===== config.mk =====
export PLATFORM = sky130hd
export DESIGN_NAME = str_sequencer_flat
export DESIGN_NICKNAME = d
export VERILOG_FILES = /design/src/rtl/str_ctrl_pkg.sv /design/src/rtl/str_sequencer_if.sv /design/src/rtl/str_lock_detector.sv /design/src/rtl/str_sequencer.sv /design/src/flat_wrapper.sv
export SDC_FILE = /design/constraint.sdc
export NUM_CORES = 1
export LEC_CHECK = 0
export CORE_ASPECT_RATIO = 0.8
export CORE_MARGIN = 5
export CORE_UTILIZATION = 57
export DETAILED_ROUTE_END_ITERATION = 10
export PLACE_DENSITY = 0.88
export SYNTH_ARGS = -nofsm -noshare
export SYNTH_HDL_FRONTEND = slang
export SYNTH_HIERARCHICAL = 1
export SYNTH_SLANG_ARGS = --single-unit
export TNS_END_PERCENT = 1

===== constraint.sdc =====
create_clock -name clk -period 7.1 [get_ports clk]
set_input_delay 1.42 -clock clk [delete_from_list [all_inputs] [get_ports clk]]
set_output_delay 1.42 -clock clk [all_outputs]
set_load 0.02 [all_outputs]

===== src/rtl/str_ctrl_pkg.sv =====
// Shared encodings and default tuning for the symbol timing recovery sequencer.
package str_ctrl_pkg;

  typedef enum logic [1:0] {
    ST_IDLE  = 2'b00,
    ST_ACQ   = 2'b01,
    ST_TRACK = 2'b10
  } state_t;

  localparam int DEF_SAMPLE_DIV  = 10;
  localparam int DEF_ER_W        = 32;
  localparam int DEF_LOCK_THRESH = 4096;
  localparam int DEF_ACQ_SYMS    = 256;
  localparam int DEF_LOCK_COUNT  = 64;
  localparam int DEF_LOSS_COUNT  = 16;

  // |er| of a signed er_w-bit value always fits in er_w-1 bits once saturated.
  function automatic int mag_width(input int er_w);
    return er_w - 1;
  endfunction

endpackage


===== src/rtl/str_sequencer_if.sv =====
// Control/status bundle between the STR sequencer and the timing recovery datapath.
interface str_sequencer_if #(
  parameter int ER_W = str_ctrl_pkg::DEF_ER_W
);
  logic                   start;
  logic                   stop;
  logic                   ted_out_en;
  logic signed [ER_W-1:0] er;
  logic                   sample_en;
  logic                   gain_sel;
  logic                   loop_clear;
  logic                   locked;
  logic                   lock_lost;
  logic [1:0]             state;

  modport master (
    output start, stop, ted_out_en, er,
    input  sample_en, gain_sel, loop_clear, locked, lock_lost, state
  );

  modport slave (
    input  start, stop, ted_out_en, er,
    output sample_en, gain_sel, loop_clear, locked, lock_lost, state
  );
endinterface


===== src/rtl/str_lock_detector.sv =====
// Saturating |er| classifier plus symbol/good/bad counters; flags lock and loss
// from post-update counts so the FSM can act on the same ted_out_en cycle.
module str_lock_detector
  import str_ctrl_pkg::*;
#(
  parameter int ER_W        = DEF_ER_W,
  parameter int LOCK_THRESH = DEF_LOCK_THRESH,
  parameter int ACQ_SYMS    = DEF_ACQ_SYMS,
  parameter int LOCK_COUNT  = DEF_LOCK_COUNT,
  parameter int LOSS_COUNT  = DEF_LOSS_COUNT
) (
  input  logic                   clk,
  input  logic                   reset,
  input  logic                   i_idle,
  input  logic                   i_in_acq,
  input  logic                   i_in_track,
  input  logic                   i_clr_acq,
  input  logic                   i_clr_bad,
  input  logic                   i_ted_out_en,
  input  logic signed [ER_W-1:0] i_er,
  output logic                   o_lock_ok,
  output logic                   o_loss_hit
);
  localparam int MW = mag_width(ER_W);
  localparam int SW = $clog2(ACQ_SYMS + 1);
  localparam int GW = $clog2(LOCK_COUNT + 1);
  localparam int BW = $clog2(LOSS_COUNT + 1);

  logic [MW-1:0] w_mag;
  logic          w_good;
  logic [SW-1:0] r_sym, w_sym_nxt;
  logic [GW-1:0] r_good, w_good_nxt;
  logic [BW-1:0] r_bad, w_bad_nxt;

  // Most negative code has all-zero low bits; saturate it to the largest magnitude.
  always_comb begin
    w_mag = i_er[MW-1:0];
    if (i_er[ER_W-1]) begin
      if (i_er[MW-1:0] == '0) w_mag = '1;
      else                    w_mag = (~i_er[MW-1:0]) + MW'(1);
    end
  end

  assign w_good     = (w_mag < MW'(LOCK_THRESH));
  assign w_sym_nxt  = (r_sym == SW'(ACQ_SYMS)) ? r_sym : r_sym + SW'(1);
  assign w_good_nxt = !w_good ? '0 :
                      (r_good == GW'(LOCK_COUNT)) ? r_good : r_good + GW'(1);
  assign w_bad_nxt  = w_good ? '0 :
                      (r_bad == BW'(LOSS_COUNT)) ? r_bad : r_bad + BW'(1);

  assign o_lock_ok  = i_in_acq && i_ted_out_en &&
                      (w_sym_nxt >= SW'(ACQ_SYMS)) && (w_good_nxt == GW'(LOCK_COUNT));
  assign o_loss_hit = i_in_track && i_ted_out_en && (w_bad_nxt == BW'(LOSS_COUNT));

  always_ff @(posedge clk) begin
    if (reset || i_idle || i_clr_acq) begin
      r_sym  <= '0;
      r_good <= '0;
    end else if (i_in_acq && i_ted_out_en) begin
      r_sym  <= w_sym_nxt;
      r_good <= w_good_nxt;
    end
  end

  always_ff @(posedge clk) begin
    if (reset || i_idle || i_clr_bad) r_bad <= '0;
    else if (i_in_track && i_ted_out_en) r_bad <= w_bad_nxt;
  end

endmodule


===== src/rtl/str_sequencer.sv =====
// Symbol timing recovery run-time controller: sample pacing, gain scheduling, lock FSM.
//   state    | meaning
//   ST_IDLE  | loop held clear, no samples consumed
//   ST_ACQ   | wide loop gains, counting toward lock
//   ST_TRACK | narrow loop gains, watching for loss of lock
module str_sequencer
  import str_ctrl_pkg::*;
#(
  parameter int SAMPLE_DIV  = DEF_SAMPLE_DIV,
  parameter int ER_W        = DEF_ER_W,
  parameter int LOCK_THRESH = DEF_LOCK_THRESH,
  parameter int ACQ_SYMS    = DEF_ACQ_SYMS,
  parameter int LOCK_COUNT  = DEF_LOCK_COUNT,
  parameter int LOSS_COUNT  = DEF_LOSS_COUNT
) (
  input logic            clk,
  input logic            reset,
  str_sequencer_if.slave bus
);
  localparam int DW = $clog2(SAMPLE_DIV);

  state_t        r_state, w_next;
  logic [DW-1:0] r_div, w_div_nxt;
  logic          r_sample_en, r_gain_sel, r_loop_clear, r_locked, r_lock_lost;
  logic          w_lock_ok, w_loss_hit;

  str_lock_detector #(
    .ER_W(ER_W), .LOCK_THRESH(LOCK_THRESH), .ACQ_SYMS(ACQ_SYMS),
    .LOCK_COUNT(LOCK_COUNT), .LOSS_COUNT(LOSS_COUNT)
  ) u_lock (
    .clk          (clk),
    .reset        (reset),
    .i_idle       (r_state == ST_IDLE),
    .i_in_acq     (r_state == ST_ACQ),
    .i_in_track   (r_state == ST_TRACK),
    .i_clr_acq    ((r_state != ST_ACQ) && (w_next == ST_ACQ)),
    .i_clr_bad    ((r_state != ST_TRACK) && (w_next == ST_TRACK)),
    .i_ted_out_en (bus.ted_out_en),
    .i_er         (bus.er),
    .o_lock_ok    (w_lock_ok),
    .o_loss_hit   (w_loss_hit)
  );

  // stop overrides everything, including lock/loss decisions in the same cycle.
  always_comb begin
    w_next = r_state;
    case (r_state)
      ST_IDLE:  if (bus.start) w_next = ST_ACQ;
      ST_ACQ:   if (w_lock_ok) w_next = ST_TRACK;
      ST_TRACK: if (w_loss_hit) w_next = ST_ACQ;
      default:  w_next = ST_IDLE;
    endcase
    if (bus.stop) w_next = ST_IDLE;
  end

  // Pacer sits at 0 throughout IDLE so the first ACQ cycle starts a fresh period.
  always_comb begin
    w_div_nxt = '0;
    if ((r_state != ST_IDLE) && (w_next != ST_IDLE) && (r_div != DW'(SAMPLE_DIV - 1)))
      w_div_nxt = r_div + DW'(1);
  end

  always_ff @(posedge clk) begin
    if (reset) begin
      r_state      <= ST_IDLE;
      r_div        <= '0;
      r_sample_en  <= 1'b0;
      r_gain_sel   <= 1'b0;
      r_loop_clear <= 1'b1;
      r_locked     <= 1'b0;
      r_lock_lost  <= 1'b0;
    end else begin
      r_state      <= w_next;
      r_div        <= w_div_nxt;
      r_sample_en  <= (w_next != ST_IDLE) && (w_div_nxt == DW'(SAMPLE_DIV - 1));
      r_gain_sel   <= (w_next == ST_ACQ);
      r_loop_clear <= (w_next == ST_IDLE);
      r_locked     <= (w_next == ST_TRACK);
      r_lock_lost  <= (r_state == ST_TRACK) && (w_next == ST_ACQ);
    end
  end

  assign bus.state      = r_state;
  assign bus.sample_en  = r_sample_en;
  assign bus.gain_sel   = r_gain_sel;
  assign bus.loop_clear = r_loop_clear;
  assign bus.locked     = r_locked;
  assign bus.lock_lost  = r_lock_lost;

endmodule


===== src/flat_wrapper.sv =====
// flat-port wrapper written by rule: the top's interface ports become plain ports
module str_sequencer_flat import str_ctrl_pkg::*;
#(
  parameter int SAMPLE_DIV  = DEF_SAMPLE_DIV,
  parameter int ER_W        = DEF_ER_W,
  parameter int LOCK_THRESH = DEF_LOCK_THRESH,
  parameter int ACQ_SYMS    = DEF_ACQ_SYMS,
  parameter int LOCK_COUNT  = DEF_LOCK_COUNT,
  parameter int LOSS_COUNT  = DEF_LOSS_COUNT
)
  (clk, reset, bus_start, bus_stop, bus_ted_out_en, bus_er, bus_sample_en, bus_gain_sel, bus_loop_clear, bus_locked, bus_lock_lost, bus_state);
  str_sequencer_if #(.ER_W(ER_W)) bus_i ();
  input logic clk;
  input logic reset;
  input wire logic [$bits(bus_i.start)-1:0] bus_start;
  input wire logic [$bits(bus_i.stop)-1:0] bus_stop;
  input wire logic [$bits(bus_i.ted_out_en)-1:0] bus_ted_out_en;
  input wire logic [$bits(bus_i.er)-1:0] bus_er;
  output wire logic [$bits(bus_i.sample_en)-1:0] bus_sample_en;
  output wire logic [$bits(bus_i.gain_sel)-1:0] bus_gain_sel;
  output wire logic [$bits(bus_i.loop_clear)-1:0] bus_loop_clear;
  output wire logic [$bits(bus_i.locked)-1:0] bus_locked;
  output wire logic [$bits(bus_i.lock_lost)-1:0] bus_lock_lost;
  output wire logic [$bits(bus_i.state)-1:0] bus_state;
  assign bus_i.start = bus_start;
  assign bus_i.stop = bus_stop;
  assign bus_i.ted_out_en = bus_ted_out_en;
  assign bus_i.er = bus_er;
  assign bus_sample_en = bus_i.sample_en;
  assign bus_gain_sel = bus_i.gain_sel;
  assign bus_loop_clear = bus_i.loop_clear;
  assign bus_locked = bus_i.locked;
  assign bus_lock_lost = bus_i.lock_lost;
  assign bus_state = bus_i.state;
  str_sequencer #(.SAMPLE_DIV(SAMPLE_DIV), .ER_W(ER_W), .LOCK_THRESH(LOCK_THRESH), .ACQ_SYMS(ACQ_SYMS), .LOCK_COUNT(LOCK_COUNT), .LOSS_COUNT(LOSS_COUNT)) u_core (.clk(clk), .reset(reset), .bus(bus_i));
endmodule

==> results.txt, run 1 <==
status -> complete, no violations
IO buf count -> 43
GP Congestion -> 1.00
Root Driver -> clkbuf_8
CP Class -> in2reg
clk buf depth -> 2
cts hold-fix bufs -> 0
H-Tree Depth -> 2
vias per inst -> 6.38
largest net degree at the start of global routing -> 18
vias -> 2624
hold-critical path depth -> 2
setup TNS -> 0 ns
startpoint class of the critical path -> input port
syn_nets -> 357
Clock power frac -> 37.0%
r2r worst-path depth -> 11
FFs w/ async S/R, synth -> 0%
net count reported at finish -> 398
Synth Flop Type -> dfxtp_1
flops & latches, synth -> 32
max-slew violation count -> 0
share of cells above drive strength 1 -> 5.93%
crit share post-route -> 73.0%
core box area -> 0.00415 mm²
post-DR wirelength/cell -> 16.0 µm
CP required -> 7.33 ns
Fin. Hold Viols -> 0
DIE AREA -> 0.00569 mm²
Netlist cell types -> 56
Achievable Freq -> 193 MHz
Filler cells -> 341
worst hold path type -> reg2reg
Yosys top cell area share -> 26.3%
Max-Cap Viols -> 0
cts bufs inserted -> 5
Row Count -> 21
Remaining DRCs -> 0
leakage power -> 0.975 nW
Setup crit end kind -> flop
Crit path arrival time -> 5.41 ns
Syn Std Cell Area -> 0.00244 mm²
I/O pin cnt -> 44
vias in the first global route -> 2301
largest area contributor in the netlist -> dfxtp_1
total grt overflow -> 0
RSZ-0062 raised after global routing -> false
DR pass1 iterations -> 5
Psw -> 0.0974 mW
Min Clock Period, post-route -> 5.19 ns
PwrDens -> 129 mW/mm²
ANT cells -> 0
Reg clk slew, reported paths -> 0.06 ns
Antenna Nets Post-Route -> 0
global-route wire length before repair -> 10.7 mm
worst slew pin tran -> 0.988 ns
final wirelength -> 6.56 mm
Seq/Total Area, Yosys -> 26.3%
die height -> 68.5 µm
yosys synthesis warning count -> 6
HPWL Detailed -> 4.89 mm
clock latency on the worst-skew pair -> 0.28 ns
DRT iter0 DRCs -> 331
Setup Viol. Count Final -> 0
# Post-CTS Setup Buffers -> 0
Sw Ratio -> 25.2%
Pint -> 0.289 mW
sequential fraction of design power -> 46.9%
cts repair resizes -> 0
Syn Area/Cell -> 7.81 µm²
effective utilization at floorplan -> 58.7%
cell count after synthesis -> 312
Logic pwr share -> 16.1%
critical-path maximum fanout -> 10
number of synthesized flops with an enable pin -> 0
Total GRT Usage -> 22.9%
CTS tree -> yes
clk sinks -> 32
area grow syn2layout -> 22.7%
initial antenna violation count -> 0
worst clock skew -> 0.00391 ns
top cells by area, synth -> dfxtp_1, nand3_1, nor2_1
Die Wd -> 83.1 µm
Worst slew margin -> 33.6%
Pwr Total -> 0.386 mW
maximum vdd drop -> 0.000135 V
[power groups by stage]
stage	logic [mW]	registers [mW]	clock network (mW)
2_1_floorplan	0.0239	0.186	0
3_3_place_gp	0.0608	0.185	0
3_5_place_dp	0.0609	0.185	0
4_1_cts	0.0612	0.181	0.146
5_1_grt	0.0666	0.181	0.155
6_report	0.0621	0.181	0.143
[logic make-up after synthesis]
| family | count (synthesis) | synth area share [%] |
|---|---|---|
| buffers and inverters | 22 | 3.75 |
| and+or+nand+nor | 172 | 41.6 |
| xor gates and xnor gates | 13 | 4.67 |
| muxes | 3 | 1.23 |
| DFF | 32 | 26.3 |
| adders and majority gates | 8 | 4.11 |
| AOI/OAI and AO/OA | 62 | 18.4 |
[layout make-up]
type,instances,area (µm²),share of cell area (%)
repair buffers,44,438,14.6
well taps,57,71.3,2.38
inverters,12,45.0,1.51
multi-input cells,258,1710,57.0
clock buffers,8,90.1,3.01
flip-flops and latches,32,641,21.4
[synthesized netlist by cell type, drive strengths merged, types with 9 or more instances]
master,n
a31oi,12
dfxtp,32
nor3,18
and3,9
nor2,32
a21oi,10
nor4,14
nand2,30
inv,12
o21ai,10
nand4,13
nand3,25
[layer usage]
metal,vias to the layer above,wire (µm),track usage [%]
li1,1272,-,-
met5,-,0,0
met4,0,50,4.49
met1,1211,2980,31.6
met3,7,589,5.17
met2,134,2930,37.3
[stage by stage]
stage | std cells | setup WS [ns] | hold slack (ns) | util (%) | area, µm²
final | 411 | 1.91 | 0.492 | 72.0 | 2990
after global routing | 411 | 1.57 | 0.519 | 72.0 | 2990
after CTS | 411 | 2.06 | 0.491 | 72.0 | 2990
after detailed placement | 403 | 1.85 | 0.482 | 69.9 | 2900
after global placement | 403 | 1.99 | 0.474 | 69.9 | 2900
after floorplan | 312 | 2.65 | 0.454 | - | 2440
[worst max-delay path, stage by stage]
cell,delay [ns]
clkdlybuf4s50_1,0.57
nor4_4,0.47
nand3_1,0.22
nor2_1,0.30
a21oi_1,0.14
o21bai_1,0.59
nor3_1,0.12
and4_1,0.21
nand2_1,0.11
nor2_1,0.06
or3_1,0.41
or4_1,0.46
a32oi_1,0.20
a31o_1,0.13
[placed cells by master, fill, tap and decap left out, types with 12 or more instances in the layout]
cell,n
nand2_1,30
nor3_1,17
nor2_1,32
clkdlybuf4s50_1,43
dfxtp_1,32
inv_1,12
a31oi_1,12
nand4_1,12
nand3_1,24
[worst paths after layout]
| path | startpoint | end | slack, ns |
|---|---|---|---|
| hold reg to reg | u_core/u_lock/r_good[1]$_SDFFE_PP0P_ | u_core/u_lock/r_good[1]$_SDFFE_PP0P_ | 0.49 |
| setup / recovery | bus_er[18] | u_core/u_lock/r_bad[0]$_SDFFE_PP0P_ | 1.91 |
| hold / removal | u_core/u_lock/r_good[1]$_SDFFE_PP0P_ | u_core/u_lock/r_good[1]$_SDFFE_PP0P_ | 0.49 |
| setup reg to reg | u_core/u_lock/r_good[4]$_SDFFE_PP0P_ | u_core/u_lock/r_bad[0]$_SDFFE_PP0P_ | 3.83 |
Note: power is estimated with default switching activity, not from simulation.
==> inputs of run 2 (changes only) <==
--- a/config.mk
+++ b/config.mk
@@ -7,9 +7,9 @@
 export LEC_CHECK = 0
 export CORE_ASPECT_RATIO = 0.8
 export CORE_MARGIN = 5
-export CORE_UTILIZATION = 57
+export CORE_UTILIZATION = 48
 export DETAILED_ROUTE_END_ITERATION = 10
-export PLACE_DENSITY = 0.88
+export PLACE_DENSITY = 0.79
 export SYNTH_ARGS = -nofsm -noshare
 export SYNTH_HDL_FRONTEND = slang
 export SYNTH_HIERARCHICAL = 1
==> constraint.sdc (replaced) <==
create_clock -name clk -period 4.2 [get_ports clk]
set_input_delay 0.84 -clock clk [delete_from_list [all_inputs] [get_ports clk]]
set_output_delay 0.84 -clock clk [all_outputs]
set_load 0.02 [all_outputs]
==> run 2 against run 1 <==
Against the previous run: power rose by 75%; largest power group unchanged; sequential share of layout area fell by 1.3 points; highest routed layer unchanged; critical path type unchanged; first-iteration DRC count down 15%; combinational power rose by 87%; setup slack worse by 1.6 ns.
==> results.txt, run 2 (synthesis results as in run 1) <==
crit share post-route -> 93.3%
vias per inst -> 6.08 (was 6.38)
Remaining DRCs -> 0 (unchanged)
IO buf count -> 43 (unchanged)
Max-Cap Viols -> 0 (unchanged)
Row Count -> 23 (was 21)
largest net degree at the start of global routing -> 18 (unchanged)
die height -> 73.7 µm (was 68.5 µm)
Die Wd -> 89.7 µm (was 83.1 µm)
I/O pin cnt -> 44 (unchanged)
Setup crit end kind -> flop (unchanged)
effective utilization at floorplan -> 49.0% (was 58.7%)
worst slew pin tran -> 0.800 ns (was 0.988 ns)
leakage power -> 1.09 nW (was 0.975 nW)
hold-critical path depth -> 1 (was 2)
placed cells -> 430 (was 403)
GP Congestion -> 0.944 (was 1.00)
max-slew violation count -> 0 (unchanged)
H-Tree Depth -> 2 (unchanged)
FF-to-FF End -> u_core/u_lock/r_bad[0]$_SDFFE_PP0P_ (unchanged)
vias in the first global route -> 2482 (was 2301)
clk buf depth -> 2 (unchanged)
Cell Count, Final, Fillers Out -> 437 (was 411)
Total GRT Usage -> 21.3% (was 22.9%)
core box area -> 0.00498 mm² (was 0.00415 mm²)
Root Driver -> clkbuf_8 (unchanged)
final hold slack -> 0.487 ns (was 0.492 ns)
setup TNS -> 0 ns (unchanged)
share of cells above drive strength 1 -> 12.8% (was 5.93%)
final wirelength -> 6.64 mm (was 6.56 mm)
clk sinks -> 32 (unchanged)
HPWL Detailed -> 5.03 mm (was 4.89 mm)
Fin. Hold Viols -> 0 (unchanged)
ANT cells -> 0 (unchanged)
Min Clock Period, post-route -> 3.92 ns
CP bufs+invs -> 1 (unchanged)
cts hold-fix bufs -> 0 (unchanged)
cts bufs inserted -> 5 (unchanged)
CP peak stage delay -> 0.44 ns (was 0.59 ns)
DIE AREA -> 0.00661 mm² (was 0.00569 mm²)
CP dominant cell by count -> and3_1 (was nor2_1)
CP Cell Sequence -> clkdlybuf4s50_1 -> nor4_4 -> and3_1 -> and3_1 -> a31oi_1 -> o311ai_1 -> nor3_2 -> and4_1 -> nand2_1 -> nor2_1 -> or3_4 -> or4_1 -> a32oi_1 -> a31o_1 (was clkdlybuf4s50_1 -> nor4_4 -> nand3_1 -> nor2_1 -> a21oi_1 -> o21bai_1 -> nor3_1 -> and4_1 -> nand2_1 -> nor2_1 -> or3_1 -> or4_1 -> a32oi_1 -> a31o_1)
Reg clk slew, reported paths -> 0.07 ns (was 0.06 ns)
Pwr Total -> 0.678 mW (was 0.386 mW)
Crit path arrival time -> 4.15 ns (was 5.41 ns)
r2r worst-path depth -> 11 (unchanged)
PwrDens -> 212 mW/mm² (was 129 mW/mm²)
crit-path leading delay family -> simple AND/OR/NAND/NOR gates (unchanged)
Reg-to-Reg Start -> u_core/u_lock/r_good[4]$_SDFFE_PP0P_ (unchanged)
Min-Delay Startpoint -> u_core/r_div[0]$_SDFF_PP0_ (was u_core/u_lock/r_good[1]$_SDFFE_PP0P_)
worst hold path type -> reg2reg (unchanged)
Worst slew margin -> 45.9% (was 33.6%)
critical-path maximum fanout -> 5 (was 10)
vias -> 2657 (was 2624)
post-DR wirelength/cell -> 15.2 µm (was 16.0 µm)
status -> complete, no violations (unchanged)
DRT iter0 DRCs -> 282 (was 331)
DR pass1 iterations -> 5 (unchanged)
total grt overflow -> 0 (unchanged)
worst clock skew -> 0.00362 ns (was 0.00391 ns)
startpoint class of the critical path -> input port (unchanged)
Antenna Nets Post-Route -> 0 (unchanged)
R2R Setup Slk -> 1.24 ns (was 3.83 ns)
setup ws final -> 0.281 ns (was 1.91 ns)
most frequent cells in the layout -> clkdlybuf4s50_1, nor2_1, dfxtp_1, nand2_1, nand3_1 (unchanged)
CP required -> 4.43 ns (was 7.33 ns)
clock latency on the worst-skew pair -> 0.28 ns (about the same)
maximum vdd drop -> 0.000192 V (was 0.000135 V)
Setup Viol. Count Final -> 0 (unchanged)
dpl ws -> -0.0433 ns (was 1.85 ns)
RSZ-0062 raised after global routing -> false (unchanged)
hold endpoint -> u_core/r_div[0]$_SDFF_PP0_ (was u_core/u_lock/r_good[1]$_SDFFE_PP0P_)
Achievable Freq -> 255 MHz
CTS tree -> yes (unchanged)
initial antenna violation count -> 0 (unchanged)
global-route wire length before repair -> 11.2 mm (was 10.7 mm)
net count reported at finish -> 420 (was 398)
Crit-path slowest cell -> clkdlybuf4s50_1 (was o21bai_1)
CP Class -> in2reg (unchanged)
area grow syn2layout -> 30.9% (was 22.7%)
commonest non-fill, non-tap cell in the layout -> clkdlybuf4s50_1 (unchanged)
## run 2: changes by cell type in the layout (fill, tap and decap cells not counted), moves of 2 or more
cell,before,now
nor3_1,17,15
clkbuf_1,2,0
nor3_2,1,3
buf_4,1,23
## run 2: power by group
part | total (mW) | internal (mW) | switching, mW
combinational | 0.116 | 0.0586 | 0.0578
clock | 0.255 | 0.146 | 0.109
sequential | 0.306 | 0.305 | 0.00142
## run 2: worst register-to-register path, delay by kind of cell, from the launching register on
family	cells	cell delay, ns
AO/OA/AOI/OAI	2	0.27
flip-flops	1	0.36
AND/OR/NAND/NOR	8	2.13
multiplexers	1	0.15
## run 2: per-layer routing
metal	vias up	track usage, %	share of wire [%]
met5	-	0	0
met4	0	5.79	1.6
met3	18	4.82	6.2
met2	104	31.5	44
met1	1221	30.9	48
li1	1314	-	-
## run 2: final cells by class
type	count	area, µm²
Fill cell	423	1790
Multi-Input combinational cell	258	1730
Sequential cell	32	641
Timing Repair Buffer	66	603
Clock buffer	7	96.3
Tap cell	62	77.6
Inverter	12	45.0
## run 2: worst max path at each step
stage / slack [ns] / cells after the start / endpoint / from
floorplan: 0.33 / 13 / flop / bus_er[1]
global placement: 0.07 / 14 / u_core/u_lock/r_bad[0]$_SDFFE_PP0P_ / bus_er[5]
detailed placement: -0.04 / 14 / u_core/u_lock/r_bad[0]$_SDFFE_PP0P_ / bus_er[2]
CTS: 0.25 / 14 / u_core/u_lock/r_bad[0]$_SDFFE_PP0P_ / bus_er[1]
global route: 0.04 / 14 / u_core/u_lock/r_bad[0]$_SDFFE_PP0P_ / bus_er[1]
finish: 0.28 / 14 / u_core/u_lock/r_bad[0]$_SDFFE_PP0P_ / bus_er[1]
## run 2: repair_timing
action,4_1_cts,5_1_grt
setup buffers,0,0
endpoints found under the setup margin,0,8
resized for setup,0,4
## run 2: per-stage QoR
step	instance area (µm²)	utilization [%]
finish	3190	64.1
global route	3190	64.1
CTS	3170	63.6
detailed placement	3070	61.7
global placement	3070	61.7
floorplan	2440	-
